--- src/rtl/instruction_loader_pkg.sv ---
// Shared definitions for the byte-stream instruction loader: FSM states and word geometry.
package instruction_loader_pkg;

  typedef enum logic [2:0] {
    IDLE,
    LEN_LO,
    LEN_HI,
    BYTE,
    WRITE,
    DONE
  } state_t;

  localparam int BYTES_PER_WORD = 4;
  localparam int DEFAULT_DEPTH  = 8192;

endpackage

--- src/rtl/instruction_loader.sv ---
// Loads a length-prefixed little-endian byte stream into instruction memory, one 32-bit word per write.
// Throughput is 5 cycles per word with continuous rx_valid; rx_ready drops during WRITE, DONE and IDLE.
module instruction_loader
  import instruction_loader_pkg::*;
#(
  parameter int WIDTH = 16,
  parameter int DEPTH = DEFAULT_DEPTH
) (
  input  logic             clk,
  input  logic             rst,
  input  logic             start,
  input  logic [7:0]       rx_data,
  input  logic             rx_valid,
  output logic             rx_ready,
  output logic [WIDTH-1:0] mem_addr,
  output logic [31:0]      mem_data,
  output logic             mem_wren,
  output logic             busy,
  output logic             done,
  output logic             err
);

  localparam int BW = $clog2(BYTES_PER_WORD);
  localparam int CW = ((WIDTH > 16) ? WIDTH : 16) + 1;
  localparam logic [BW-1:0] LAST_BYTE = BW'(BYTES_PER_WORD - 1);

  state_t          state, state_nxt;
  logic [15:0]     length;
  logic [WIDTH-1:0] word_idx;
  logic [BW-1:0]   byte_idx;
  logic [31:0]     word_buf, word_nxt;
  logic [15:0]     len_full;
  logic [CW-1:0]   idx_next;
  logic            accept, len_zero, len_over, last_word;

  assign accept    = rx_valid && rx_ready;
  assign len_full  = {rx_data, length[7:0]};
  assign len_zero  = (len_full == 16'd0);
  assign len_over  = (CW'(len_full) > CW'(DEPTH));
  assign idx_next  = CW'(word_idx) + CW'(1);
  assign last_word = (idx_next == CW'(length));

  always_comb begin
    word_nxt = word_buf;
    word_nxt[{byte_idx, 3'b000} +: 8] = rx_data;
  end

  always_ff @(posedge clk or posedge rst) begin
    if (rst) state <= IDLE;
    else     state <= state_nxt;
  end

  always_comb begin
    state_nxt = state;
    rx_ready  = 1'b0;
    busy      = 1'b1;
    done      = 1'b0;
    mem_wren  = 1'b0;
    case (state)
      IDLE: begin
        busy = 1'b0;
        if (start) state_nxt = LEN_LO;
      end
      LEN_LO: begin
        rx_ready = 1'b1;
        if (rx_valid) state_nxt = LEN_HI;
      end
      LEN_HI: begin
        rx_ready = 1'b1;
        // Zero-length and oversize loads both finish without touching memory.
        if (rx_valid) state_nxt = (len_zero || len_over) ? DONE : BYTE;
      end
      BYTE: begin
        rx_ready = 1'b1;
        if (rx_valid && byte_idx == LAST_BYTE) state_nxt = WRITE;
      end
      WRITE: begin
        mem_wren  = 1'b1;
        state_nxt = last_word ? DONE : BYTE;
      end
      DONE: begin
        done      = 1'b1;
        state_nxt = IDLE;
      end
      default: state_nxt = IDLE;
    endcase
  end

  always_ff @(posedge clk or posedge rst) begin
    if (rst) begin
      length   <= '0;
      word_idx <= '0;
      byte_idx <= '0;
      word_buf <= '0;
      mem_addr <= '0;
      mem_data <= '0;
      err      <= 1'b0;
    end else begin
      case (state)
        IDLE: if (start) begin
          err      <= 1'b0;
          word_idx <= '0;
          byte_idx <= '0;
        end
        LEN_LO: if (accept) length[7:0] <= rx_data;
        LEN_HI: if (accept) begin
          length[15:8] <= rx_data;
          if (len_over) err <= 1'b1;
        end
        BYTE: if (accept) begin
          word_buf <= word_nxt;
          byte_idx <= byte_idx + BW'(1);
          // Address/data are staged here so they are valid for the whole WRITE cycle.
          if (byte_idx == LAST_BYTE) begin
            mem_addr <= word_idx;
            mem_data <= word_nxt;
          end
        end
        WRITE: if (!last_word) word_idx <= word_idx + WIDTH'(1);
        default: ;
      endcase
    end
  end

endmodule
--- config.mk ---
export PLATFORM = sky130hd
export DESIGN_NAME = instruction_loader
export DESIGN_NICKNAME = d
export VERILOG_FILES = /design/src/rtl/instruction_loader_pkg.sv /design/src/rtl/instruction_loader.sv
export SDC_FILE = /design/constraint.sdc
export NUM_CORES = 1
export LEC_CHECK = 0
export BUFFER_PORTS_ARGS = -buffer_cell sky130_fd_sc_hd__buf_2
export CORE_MARGIN = 5
export CORE_UTILIZATION = 50
export CTS_CLUSTER_SIZE = 14
export DETAILED_ROUTE_END_ITERATION = 7
export PLACE_DENSITY = 0.7
export SYNTH_ARGS = -nofsm -noshare
export SYNTH_HDL_FRONTEND = slang
export SYNTH_SLANG_ARGS = --single-unit
export TNS_END_PERCENT = 20
--- constraint.sdc ---
create_clock -name clk -period 4.68 [get_ports clk]
set_input_delay 0.702 -clock clk [delete_from_list [all_inputs] [get_ports clk]]
set_output_delay 0.702 -clock clk [all_outputs]
set_load 0.05 [all_outputs]
==> key figures <==
Run status
  • Status: complete, no violations

Clock network
  • Clock root buffer master: sky130_fd_sc_hd__clkbuf_8
  • Post-CTS Setup Repair Bufs: 0
  • Worst-path clk slew: 100 ps
  • # hold bufs at CTS: 0
  • Number of gates resized after CTS: 0
  • Total CTS buffers: 9
  • H-tree depth: 3
  • Number of buffers on the longest clock path: 2
  • Clock latency on the worst-skew pair: 370 ps
  • TritonCTS Sinks: 110
  • TritonCTS clock tree: done

STA
  • Summed negative setup slack over all endpoints: 0 ps
  • Number of setup violations in the final report: 0
  • Relative max-transition margin: 0.3710
  • Setup repair after global routing missed its margin: false
  • Worst-Margin Slew: 936.3 ps
  • Final Worst Setup Slack: 1228 ps
  • Tmin final: 3452 ps
  • Post-route clock period utilization: 0.7376
  • Final slew viol count: 0
  • Layout Skew: 10.43 ps
  • Max frequency: 289.7 MHz
  • Fin. Hold Viols: 0

Finish
  • Share of final-layout standard cells stronger than drive strength 1: 0.2187
  • Final net count: 581
  • Area Overhead vs Synth: 9.260%

Route
  • Routed via count: 4181
  • Remaining DRCs: 0
  • Starting DRT DRC Count: 329
  • Total wirelength of the detailed-routed design: 12650 um
  • DRT Pass-1 Iters: 4
  • Vias per std cell: 5.905
  • Detail-routed net length per standard cell: 17.87 um
  • Final antenna-violating net count: 0

Setup path
  • Worst-path cell chain: ha_1 -> nand4_1 -> or4_1 -> xnor2_1 -> nand3_1 -> nor4b_4 -> buf_4 -> nor4_1 -> a211o_1
  • Slowest CP cell: sky130_fd_sc_hd__or4_1
  • Worst setup EP type: flip-flop
  • Class of the most critical setup path: reg -> reg
  • Slowest stage delay, CP: 670 ps
  • Worst EP arrival: 3710 ps
  • Type of element launching the critical path: flip-flop
  • Endpoint required time on the critical path: 4940 ps
  • Worst-path fanout max: 10

Synth
  • Synth cell types: 56
  • Synthesized area per cell: 10.40 um^2
  • Compound-Gate Fraction of Synth Area: 0.1564
  • Parity-gate share of the synthesized area counting xor and xnor cells: 0.03495
  • Synthesis Warnings: 0
  • Synth Cell Area: 5513 um^2
  • Gate Count Post-Synth: 530
  • Count of state elements after synthesis: 110
  • Simple-Gate Fraction of Synth Area: 0.1754
  • Register area share after synthesis: 0.4993
  • Post-synth EDFFs: 0
  • Syn_nets: 548
  • Synth Area in Adders: 0.01362
  • Share of flip-flops with an asynchronous set or reset after synthesis: 1.000
  • Multiplexer share of the synthesized area: 0.07649
  • Post-synth top flop: sky130_fd_sc_hd__dfrtp_1
  • Combinational family with the most area after synthesis: simple AND/OR/NAND/NOR gates

GRT
  • Number of antenna violations at the first check in global routing: 0
  • Global-route wire length before repair: 21310 um
  • Total global routing track utilization: 0.2008
  • Pin count of the biggest net entering global routing: 71
  • Global route total overflow: 0
  • Number of global-route vias before repair: 4113

Die
  • Horizontal die dimension: 115 um
  • Placement row count: 38
  • Count of pins on the block boundary: 65
  • Overall die area: 13230 um^2
  • Height of the chip: 115 um
  • Floorplan core area: 10840 um^2
  • Starting density of the core: 0.5085

Pwr
  • Leakage power summed over all cells: 2.895 nW
  • IR drop worst, VDD: 0.2927 mV
  • Power per cell area: 480.0 nW/um^2

Place
  • Half-perimeter wire length of the detailed placement result: 8719 um
  • Port Buf Inserts: 64
  • RePlAce Congestion: 0.8713
  • Pre-CTS setup slack: 1264 ps

Run
  • Max Cap Viol: 0

Hold path
  • Path type of the worst min-delay path: reg -> reg
[worst max-delay path: cells and delay by family (launching register included)]
| kind | cells | cell delay (ps) |
|---|---|---|
| AO/OA/AOI/OAI | 1 | 280 |
| flip-flops | 1 | 470 |
| buffers and inverters | 1 | 280 |
| XOR/XNOR | 1 | 190 |
| AND/OR/NAND/NOR | 5 | 1780 |
| adder cells (fa/ha/maj) | 1 | 330 |
[kinds of logic after synthesis]
family | count (synthesis)
xor gates and xnor gates | 22
and+or+nand+nor | 174
buffers and inverters | 55
adders and majority gates | 6
AOI/OAI and AO/OA | 125
DFF | 110
muxes | 38
[cells in the mapped netlist (all sizes together) (2+ instances only)]
cell	n	area [um^2]
a22o	31	271.5
clkbuf	36	135.1
inv	9	33.78
mux2i	5	50.05
or3	2	12.51
mux2	33	371.6
a211o	11	96.34
and3	15	93.84
a21oi	31	155.2
and3b	2	17.52
nand3b	2	15.01
a21boi	3	26.27
and4	3	26.28
a31oi	5	31.28
ha	6	75.07
nor4b	3	41.29
nand4	8	50.05
nand3	12	60.06
nor2	13	51.30
xor2	8	70.07
nand2	50	190.2
xnor2	14	122.6
nor3	11	55.05
dfrtp	110	2753
buf	10	72.57
nor2b	25	156.4
or4	3	22.52
and2	6	37.54
nor4	10	62.56
nand2b	3	18.77
o21ai	32	160.2
[final timing paths]
path                                     startpoint                        to  slack [ps]  cells after the start
max                         word_idx[0]$_DFFE_PP0P_  word_idx[12]$_DFFE_PP0P_        1230                      9
min                        mem_data[21]$_DFFE_PP0P_  mem_data[21]$_DFFE_PP0P_         490                      2
max reg2reg                 word_idx[0]$_DFFE_PP0P_  word_idx[12]$_DFFE_PP0P_        1230                      9
min reg2reg                mem_data[21]$_DFFE_PP0P_  mem_data[21]$_DFFE_PP0P_         490                      2
max in group asynchronous                       rst  word_buf[12]$_DFFE_PP0P_        3150                      3
min in group asynchronous                       rst   mem_addr[3]$_DFFE_PP0P_         500                      2
[registers in the layout (all words and copies together), names as in the netlist]
name and cells:
mem_data 32, word_buf 24, length 16, mem_addr 16, word_idx 16, state 3, byte_idx 2, err 1
[metal layers]
| layer | vias up | global-route usage | wire, um |
|---|---|---|---|
| met4 | 0 | 0.05634 | 173 |
| li1 | 1968 | - | - |
| met5 | - | 0 | 0 |
| met1 | 2093 | 0.2734 | 5606 |
| met2 | 106 | 0.3291 | 6308 |
| met3 | 14 | 0.03947 | 560 |
[where the power goes]
part / total (mW) / internal (mW) / switching (mW)
combinational: 1.03 / 0.411 / 0.620
sequential: 1.31 / 1.14 / 0.176
clock: 0.546 / 0.236 / 0.309
[per-stage QoR]
stage / hold WS (ps) / std cells / cell area (um^2) / power (mW) / util
after global routing: 513.4 / 707 / 6021 / 3.073 / 0.5554
after floorplan: 458.4 / 530 / 5513 / 2.134 / -
after global placement: 459.1 / 692 / 5836 / 2.337 / 0.5383
final: 486.7 / 708 / 6023 / 2.891 / 0.5556
after CTS: 491.8 / 707 / 6021 / 2.914 / 0.5554
after detailed placement: 468.3 / 692 / 5836 / 2.365 / 0.5383
[cell type report]
type	instances	area, um^2
diodes	1	2.502
multi-input cells	365	2521
clock inverters	2	16.27
well taps	140	175.2
inverters	9	36.28
repair buffers	68	350.3
flip-flops and latches	110	2753
fillers	989	4817
clock buffers	13	168.9
[cells in the final DEF, fill, tap and decap left out, types with 4 or more instances in the layout]
cell type / n
sky130_fd_sc_hd__nand3_1: 12
sky130_fd_sc_hd__dfrtp_1: 110
sky130_fd_sc_hd__o21ai_0: 32
sky130_fd_sc_hd__and2_1: 6
sky130_fd_sc_hd__a22o_1: 31
sky130_fd_sc_hd__inv_1: 8
sky130_fd_sc_hd__a31oi_1: 5
sky130_fd_sc_hd__buf_4: 4
sky130_fd_sc_hd__clkbuf_8: 12
sky130_fd_sc_hd__mux2_2: 32
sky130_fd_sc_hd__mux2i_1: 5
sky130_fd_sc_hd__a211o_1: 11
sky130_fd_sc_hd__xor2_1: 8
sky130_fd_sc_hd__nand2_1: 48
sky130_fd_sc_hd__nor3_1: 11
sky130_fd_sc_hd__and3_1: 15
sky130_fd_sc_hd__ha_1: 6
sky130_fd_sc_hd__buf_2: 64
sky130_fd_sc_hd__a21oi_1: 31
sky130_fd_sc_hd__nand4_1: 8
sky130_fd_sc_hd__nor2b_1: 25
sky130_fd_sc_hd__xnor2_1: 14
sky130_fd_sc_hd__nor4_1: 10
sky130_fd_sc_hd__nor2_1: 12
Note: power is estimated with default switching activity, not from simulation.
